==> config.mk <==
export PLATFORM = sky130hd
export DESIGN_NAME = dma_peripheral_endpoint
export DESIGN_NICKNAME = d
export VERILOG_FILES = /design/src/rtl/dma_peripheral_endpoint.sv
export SDC_FILE = /design/constraint.sdc
export NUM_CORES = 1
export LEC_CHECK = 0
export CORE_AREA = 2 2 96 98
export CTS_BUF_LIST = sky130_fd_sc_hd__clkbuf_4
export DETAILED_ROUTE_END_ITERATION = 7
export DIE_AREA = 0 0 98 100
export DONT_BUFFER_PORTS = 1
export MAX_ROUTING_LAYER = met4
export PLACE_DENSITY = 0.71
export SLEW_MARGIN = 30
export SYNTH_ARGS = -nofsm -noshare
export SYNTH_HDL_FRONTEND = slang
export SYNTH_SLANG_ARGS = --single-unit
==> constraint.sdc <==
create_clock -name CLK -period 4.35 [get_ports CLK]
set_clock_uncertainty 0.05 [all_clocks]
set_input_delay 0 -clock CLK [delete_from_list [all_inputs] [get_ports CLK]]
set_output_delay 0 -clock CLK [all_outputs]
set_load 0.005 [all_outputs]
==> src/rtl/dma_peripheral_endpoint.sv <==
// DMA peripheral endpoint: device-side responder for DREQ/DACK bus cycles.
// Requests service when its FIFO can give (device-to-memory) or take
// (memory-to-device) a byte. It completes transfers on the rising edge of a
// DACK-qualified strobe, counts them, and stops on its own count or on EOP_N.
module dma_peripheral_endpoint #(
    parameter int DATA_W     = 8,
    parameter int FIFO_DEPTH = 8,
    parameter int CNT_W      = 16
) (
    input  logic              CLK,
    input  logic              RESET_N,
    input  logic              DACK,
    input  logic              IOR_N,
    input  logic              IOW_N,
    input  logic              EOP_N,
    input  logic [DATA_W-1:0] DB_IN,
    output logic              DREQ,
    output logic [DATA_W-1:0] DB_OUT,
    output logic              DB_OE,
    input  logic              cfg_start,
    input  logic              cfg_dir,
    input  logic              cfg_demand,
    input  logic [CNT_W-1:0]  cfg_count,
    input  logic              loc_in_valid,
    output logic              loc_in_ready,
    input  logic [DATA_W-1:0] loc_in_data,
    output logic              loc_out_valid,
    input  logic              loc_out_ready,
    output logic [DATA_W-1:0] loc_out_data,
    output logic              busy,
    output logic              done,
    output logic              tc_seen,
    output logic              err
);

    localparam int AW = $clog2(FIFO_DEPTH);
    localparam int OW = AW + 1;
    localparam logic [OW-1:0] FULL_OCC = OW'(FIFO_DEPTH);

    typedef enum logic [2:0] {
        S_IDLE,
        S_ARMED,
        S_REQ,
        S_XFER,
        S_DONE
    } state_t;

    state_t            state_q, state_d;
    logic              dir_q, dir_d;
    logic              demand_q, demand_d;
    logic [CNT_W-1:0]  cnt_q, cnt_d;
    logic              tc_q, tc_d;
    logic              err_q, err_d;
    logic              dreq_q, dreq_d;
    logic              done_q, done_d;
    logic              dack_q, ior_q, iow_q;
    logic [DATA_W-1:0] wdata_q;
    logic [DATA_W-1:0] mem_q [FIFO_DEPTH];
    logic [AW-1:0]     wr_ptr_q, wr_ptr_d;
    logic [AW-1:0]     rd_ptr_q, rd_ptr_d;
    logic [OW-1:0]     occ_q, occ_d;

    logic              empty, full, active, eop;
    logic              rd_cpl, wr_cpl, cpl, last;
    logic              dma_push, dma_pop, loc_push, loc_pop, push, pop;
    logic              underflow, overflow, elig_now, elig_next;
    logic [DATA_W-1:0] push_data, head;
    logic [CNT_W-1:0]  cnt_after;

    // FIFO status, completion detection and push/pop arbitration
    always_comb begin
        empty     = (occ_q == '0);
        full      = (occ_q == FULL_OCC);
        active    = (state_q == S_ARMED) || (state_q == S_REQ) || (state_q == S_XFER);
        eop       = ~EOP_N && ((state_q == S_REQ) || (state_q == S_XFER));
        // A transfer completes on the strobe's rising edge; DACK is taken from
        // the registered copy so it may already have dropped this cycle.
        rd_cpl    = active && ~dir_q && dack_q && ~ior_q && IOR_N;
        wr_cpl    = active && dir_q && dack_q && ~iow_q && IOW_N;
        cpl       = rd_cpl || wr_cpl;
        dma_pop   = rd_cpl && ~empty;
        dma_push  = wr_cpl && ~full;
        underflow = rd_cpl && empty;
        overflow  = wr_cpl && full;
        // The bus side wins if both sides push (or pop) in the same cycle.
        loc_push  = loc_in_valid && ~full && ~dma_push;
        loc_pop   = loc_out_ready && ~empty && ~dma_pop;
        push      = dma_push || loc_push;
        pop       = dma_pop || loc_pop;
        push_data = dma_push ? wdata_q : loc_in_data;
        occ_d     = occ_q + OW'(push) - OW'(pop);
        wr_ptr_d  = wr_ptr_q + AW'(push);
        rd_ptr_d  = rd_ptr_q + AW'(pop);
        head      = empty ? '0 : mem_q[rd_ptr_q];
        elig_now  = dir_q ? ~full : ~empty;
        elig_next = dir_q ? (occ_d != FULL_OCC) : (occ_d != '0);
        cnt_after = (cpl && (cnt_q != '0)) ? (cnt_q - CNT_W'(1)) : cnt_q;
        last      = cpl && (cnt_after == '0);
    end

    // Next-state logic for the transfer FSM and its sticky flags
    always_comb begin
        state_d  = state_q;
        dir_d    = dir_q;
        demand_d = demand_q;
        cnt_d    = cnt_after;
        tc_d     = tc_q || eop;
        err_d    = err_q || underflow || overflow;
        done_d   = 1'b0;
        dreq_d   = 1'b0;
        case (state_q)
            S_IDLE: begin
                if (cfg_start) begin
                    if (cfg_count != '0) begin
                        dir_d    = cfg_dir;
                        demand_d = cfg_demand;
                        cnt_d    = cfg_count;
                        tc_d     = 1'b0;
                        err_d    = 1'b0;
                        state_d  = S_ARMED;
                    end else begin
                        done_d = 1'b1;
                    end
                end
            end
            S_ARMED: begin
                if (last)          state_d = S_DONE;
                else if (elig_now) state_d = S_REQ;
            end
            S_REQ: begin
                if (last || eop)                 state_d = S_DONE;
                else if (DACK)                   state_d = S_XFER;
                else if (demand_q && ~elig_now)  state_d = S_ARMED;
            end
            S_XFER: begin
                if (last || eop) state_d = S_DONE;
                else if (cpl)    state_d = (demand_q && elig_next) ? S_XFER : S_ARMED;
            end
            S_DONE: begin
                state_d = S_IDLE;
            end
            default: begin
                state_d = S_IDLE;
            end
        endcase
        done_d = done_d || (state_d == S_DONE);
        dreq_d = (state_d == S_REQ) || (state_d == S_XFER);
    end

    // Control state, bus-strobe history and FIFO pointers
    always_ff @(posedge CLK or negedge RESET_N) begin
        if (!RESET_N) begin
            state_q  <= S_IDLE;
            dir_q    <= 1'b0;
            demand_q <= 1'b0;
            cnt_q    <= '0;
            tc_q     <= 1'b0;
            err_q    <= 1'b0;
            dreq_q   <= 1'b0;
            done_q   <= 1'b0;
            dack_q   <= 1'b0;
            ior_q    <= 1'b1;
            iow_q    <= 1'b1;
            wr_ptr_q <= '0;
            rd_ptr_q <= '0;
            occ_q    <= '0;
        end else begin
            state_q  <= state_d;
            dir_q    <= dir_d;
            demand_q <= demand_d;
            cnt_q    <= cnt_d;
            tc_q     <= tc_d;
            err_q    <= err_d;
            dreq_q   <= dreq_d;
            done_q   <= done_d;
            dack_q   <= DACK;
            ior_q    <= IOR_N;
            iow_q    <= IOW_N;
            wr_ptr_q <= wr_ptr_d;
            rd_ptr_q <= rd_ptr_d;
            occ_q    <= occ_d;
        end
    end

    // Data path: write-strobe capture and FIFO storage (no reset needed)
    always_ff @(posedge CLK) begin
        if (!IOW_N) wdata_q <= DB_IN;
        if (push)   mem_q[wr_ptr_q] <= push_data;
    end

    // Output drive
    always_comb begin
        DREQ          = dreq_q;
        DB_OE         = busy && ~dir_q && DACK && ~IOR_N;
        DB_OUT        = head;
        loc_out_data  = head;
        loc_in_ready  = ~full;
        loc_out_valid = ~empty;
        busy          = (state_q != S_IDLE);
        done          = done_q;
        tc_seen       = tc_q;
        err           = err_q;
    end

endmodule

---- Yosys cells after proc, flatten, opt, wreduce, memory -nomap -nowiden ----
Memory sizes are Yosys's and may differ from the RTL's.
Cells that the tools add are included.
word-level totals
  flip-flop bits (word level) ............. 46
  bits in writable memories ............... 64
  input bits .............................. 43
  logic and storage cells ................. 113
  memories kept ........................... 1
memories
  name   depth  bits a word  rd ports  clocked after Yosys merged registers in  wr ports  RTL line  source
  mem_q  8      8            1         0                                        1         58        logic [DATA_W-1:0] mem_q [FIFO_DEPTH];
operators by class
  add/sub/neg operators ................... 5
  equality and inequality tests ........... 8
  multiplexer cells ....................... 30
  bitwise logic cells ..................... 10
  reduce and logical (&&, ||, !) cells .... 44
operators by type and width
  cell                                                                   number
  16-bit two-way mux                                                     4
  16-bit nonzero test                                                    2
  3-bit two-way mux                                                      9
  1-bit logical AND                                                      24
  16-bit logical NOT                                                     1
  8-bit two-way mux                                                      2
  16-bit by 1-bit subtractor with 16-bit output (second input constant)  1
  1-bit two-way mux                                                      13
  3-bit by 2-bit == test with 1-bit output (second input constant)       4
  1-bit logical OR                                                       12
  3-bit one-hot mux with 4 select lines                                  1
  1-bit NOT                                                              10
  3-bit by 1-bit adder with 3-bit output                                 2
  4-bit by 1-bit adder with 4-bit output                                 1
  4-bit == test (second input constant)                                  1
  4-bit logical NOT                                                      1
  4-bit inequality test (second input constant)                          1
  4-bit nonzero test                                                     1
  4-bit by 1-bit subtractor with 4-bit output                            1
  3-bit by 1-bit == test with 1-bit output (second input constant)       1
  3-bit == test (second input constant)                                  1
  3-bit logical NOT                                                      1
  3-bit AND reduction                                                    1
  3-bit nonzero test                                                     1
  2-bit two-way mux                                                      1

---- Longest topological paths before layout ----
  depth in word-level cells ............... 22
  mapped depth ............................ 15
  mapped depth without buffers ............ 15

---- Worst setup path before layout ----
OpenSTA, ideal clock, no wires.
  path type ............................... reg-to-reg
  from .................................... register occ_q[1]
  to ...................................... register dreq_q (netlist: DREQ)
  data arrival time ....................... 2680 ps
  slack ................................... 1495 ps
  stages on the path, launching flop included .. 15
  path buffers ............................ 1
  path through ............................ dfrtp_1 > nor2_1 > and2_1 > clkbuf_1 > nor2_1 > ha_1 > inv_1 > ha_1 > inv_1 > fa_1 > inv_1 > nor3_1 > nand4_1 > a32oi_1 > nor2b_1
on the way
  word-level cells in the longest chain between the ends .. 17
  elaborated cells on any way between the ends .. 35
  those cells by class .................... add/sub: 2; eq/ne: 4; mux: 11; bitwise: 5; reduce/logical: 13
ends and longest elaborated chain
  item                                           RTL line  source
  from (decl)                                    61        logic [OW-1:0] occ_q, occ_d;
  from (signal assigned)                         166       occ_q <= '0;
  from (signal assigned)                         181       occ_q <= occ_d;
  4-bit == test                                  73        full = (occ_q == FULL_OCC);
  1-bit NOT                                      82, 86
  1-bit logical AND                              82        dma_push = wr_cpl && ~full;
  1-bit NOT                                      86        loc_push = loc_in_valid && ~full && ~dma_push;
  1-bit logical AND                              86
  1-bit logical OR                               88        push = dma_push || loc_push;
  4-bit by 1-bit adder with 4-bit output         91        occ_d = occ_q + OW'(push) - OW'(pop);
  4-bit by 1-bit subtractor with 4-bit output *  91
  net occ_d[1]                                   61
  [... 2 more ...]                               --
  1-bit logical AND *                            137       else if (cpl) state_d = (demand_q && elig_next) ? S_XFER : S_ARMED;
  2-bit two-way mux *                            137
  3-bit two-way mux *                            137
  3-bit two-way mux *                            136       if (last || eop) state_d = S_DONE;
  3-bit one-hot mux with 4 select lines *        111       case (state_q)
  3-bit by 2-bit == test with 1-bit output       147       dreq_d = (state_d == S_REQ) || (state_d == S_XFER);
  1-bit logical OR *                             147
  net dreq_d                                     54        logic dreq_q, dreq_d;
  to (signal assigned)                           174       dreq_q <= dreq_d;
  to (decl)                                      54
The timed path passes the listed nets; every way through them passes the cells marked *.
A chain may end at the register's enable or synchronous reset.

---- Final worst setup path ----
  from .................................... register dir_q
  to ...................................... register done_q (netlist: done)
on the way
  word-level cells in the longest chain between the ends .. 19
  elaborated cells on any way between the ends .. 43
  those cells by class .................... add/sub: 2; eq/ne: 2; mux: 12; bitwise: 4; reduce/logical: 23
ends and longest elaborated chain
  item                                                                               RTL line  source
  from (decl)                                                                        49        logic dir_q, dir_d;
  from (signal assigned)                                                             169       dir_q <= dir_d;
  1-bit logical AND / 1-bit NOT (equally long branches)                              79, 78
  1-bit logical AND (on tied branches) (3 in a row)                                  79, 78
  1-bit logical AND (on tied branches)                                               82, 78
  1-bit NOT / 1-bit logical AND (equally long branches)                              86, 81
  1-bit logical AND / 1-bit NOT (equally long branches)                              86, 87
  1-bit logical OR / 1-bit logical AND (equally long branches)                       88, 87
  4-bit by 1-bit adder with 4-bit output / 1-bit logical OR (equally long branches)  91, 89
  4-bit by 1-bit subtractor with 4-bit output                                        91
  [... 2 more ...]                                                                   --
  1-bit logical AND                                                                  137
  2-bit two-way mux                                                                  137
  3-bit two-way mux                                                                  137
  3-bit two-way mux                                                                  136
  3-bit one-hot mux with 4 select lines *                                            111
  3-bit == test *                                                                    146       done_d = done_d || (state_d == S_DONE);
  1-bit logical OR *                                                                 146
  net done_d                                                                         55        logic done_q, done_d;
  to (signal assigned)                                                               175       done_q <= done_d;
  to (decl)                                                                          55
Marks and branches as above.

==> impl_metrics.toml <==
[placed_design]
dpl.hpwl_um = 6440
placed_cells = 464
place_ws_ns = 1.17
portBuffers = 0
gp_congestion = 0.842

[power]
peakVddDrop_mv = 0.298
p_total_mw = 3.32
leakage_nw = 2.10
powerDensity_nw_per_um2 = 567

[sta]
fin_ws_ns = 1.11
rsz0062_at_grt = "false"
period_share = 0.745
fmax_mhz = 309
setup_viol = 0
holdWs_ns = 0.0689
slew_violations = 0
final.setup.tns_ns = 0
relSlewSlack = 0.371
min_period_ns = 3.24
tightestPinTransition_ns = 0.940
hold_viol_final = 0

[run]
cap_violations = 0

[worst_hold_path]
hold_path.class = "input pin to flop"
whs_path_depth = 4
hold_end = "err"
min-delay-start = "IOW_N"

[detailed_routing]
ant_nets = 0
wl_per_cell_um = 18.1
routed_wl_um = 9580
vias = 3088
drc = 0
viasPerCell = 5.84
drt_first_pass_iters = 4
dr.first_iter.drc_count = 174

[cells_and_area]
drive_gt1_frac = 0.156
final_cells = 529
n_fill_cell = 640
multi_input_area_um2 = 1860
seq_area_um2 = 3120
layout.nets = 468
diodes = 0
syn_to_final_growth_pct = 14.0

[critical_path]
startpoint_type = "flop"
startpoint = "dir_q"
r2r-start = "dir_q"
ff2ff_setup_slack_ns = 1.11
worstPathArrival_ns = 3.57
reg2reg_to = "done"
criticalPathCategory = "flop to flop"
cp-end-kind = "flop"
r2r_cells = 7
cp_max_fo = 8
required_ns = 4.68

[clock_network]
cts_tree = "done"
cts.sinks = 110
cts_root_buf = "clkbuf_4"
clk_pin_slew_ns = 0.18
clk_latency_ns = 0.47
cts_max_path_buffers = 2
ctsResizeCount = 0
cts-htree-levels = 3
cts_buffers = 9

[logic_synthesis]
ys.flop_type = "edfxtp_1"
synth.most_common_cell = "edfxtp_1"
synth_edf_count = 72
synth.area.top_cells = "edfxtp_1, dfrtp_1, mux4_2"
synth_nets = 424
yosys.cell_types.count = 59
synth.cell_area_um2 = 5130
yosysWarnings = 0
yosysTopAreaCellShare = 0.421
syn_inst = 369
yosysSeqAreaShare = 0.607
postSynthRegisterBits = 110
yosysTopAreaCell = "edfxtp_1"
synth.avg_cell_area_um2 = 13.9
synthArstFlopShare = 0.345
yosys-top-cells-count = "edfxtp_1, nor2_1, dfrtp_1"

[grt]
grt_pass1_vias = 3126
grt_pass1_wl_um = 15800
antenna_found_initial = 0
grt_overflow = 0
grt_max_degree = 37
track_usage = 0.217

[floorplan]
die_area_um2 = 9800
core_um2 = 8890
start_util = 0.577
fp.dieW_um = 98
die_h_um = 100
io-pin-count = 67
rows = 35

[run_status]
status = "complete, no violations"
[layout make-up]
cell class | instances | area share
clock inverter | 7 | 0.0147
tap | 111 | 0.0237
inverter | 15 | 0.00962
sequential | 110 | 0.532
clock buffer | 9 | 0.0115
multi-input combinational | 225 | 0.317
timing repair buffer | 52 | 0.0910
[registers in the layout (all words and copies together), names as in the netlist]
signal / cells
err: 1
mem_q: 64
iow_q: 1
done: 1
ior_q: 1
occ_q: 4
state_q: 3
DREQ: 1
dack_q: 1
cnt_q: 16
wr_ptr_q: 3
tc_seen: 1
rd_ptr_q: 3
demand_q: 1
wdata_q: 8
dir_q: 1
[placed cells by master, fill, tap and decap left out, drive strengths merged, types with 5 or more instances in the layout]
cell         instances
mux4                16
a21oi               20
inv                 18
nor3                11
buf                  5
edfxtp              72
mux2i                8
ha                  11
nand2               15
clkbuf               9
xor2                10
xnor2                9
nor2                40
dlygate4sd3         47
dfrtp               36
mux2                12
nor4                 8
[per-stage QoR]
step	cell area, um^2	utilization
4_1_cts	5850	0.658
5_1_grt	5850	0.659
6_report	5850	0.659
3_5_place_dp	5190	0.583
3_3_place_gp	5180	0.583
2_1_floorplan	5130	-
[worst max-delay path, cell delays in order (launching register included)]
cell and delay [ns]:
dfrtp_1 0.48, or3b_1 0.44, a2111o_1 0.57, a21oi_1 0.45
a211oi_1 0.17, o2111ai_2 0.31, nand3_1 0.10, dlygate4sd3_1 0.57
[layer usage]
layer,track usage,part of all wire,vias to the layer above
met5,-,0,-
met2,0.342,0.48,95
met1,0.290,0.45,1512
met3,0.0474,0.061,11
met4,0.0630,0.013,0
li1,-,-,1470
[report_power, final]
part	total [mW]	internal, mW	switching (mW)
logic	1.12	0.567	0.556
clock network	0.515	0.143	0.372
registers	1.68	1.39	0.298
total	3.32	2.10	1.23
[logic make-up (layout without fill, tap and decap cells)]
logic type               after synthesis  after routing  synth area share
AO/OA/AOI/OAI                         43             43            0.0573
adder cells (fa/ha/maj)               12             12            0.0307
buffers and inverters                 34             83            0.0324
flip-flops                           110            110             0.607
AND/OR/NAND/NOR                      114            114             0.124
multiplexers                          36             36             0.112
XOR/XNOR                              20             20            0.0368
[worst max-delay path by stage]
stage	depth (start not counted)	to
after floorplan	14	DREQ
after global placement	13	DREQ
after detailed placement	13	DREQ
after CTS	7	done
after global routing	13	state_q[1]
final	7	done
[repair_timing]
action                                 in CTS  in global routing
endpoints found under the hold margin     149                  0
setup buffers                               0                  0
hold buffers                               49                  0
(Power assumes the default switching activity.)
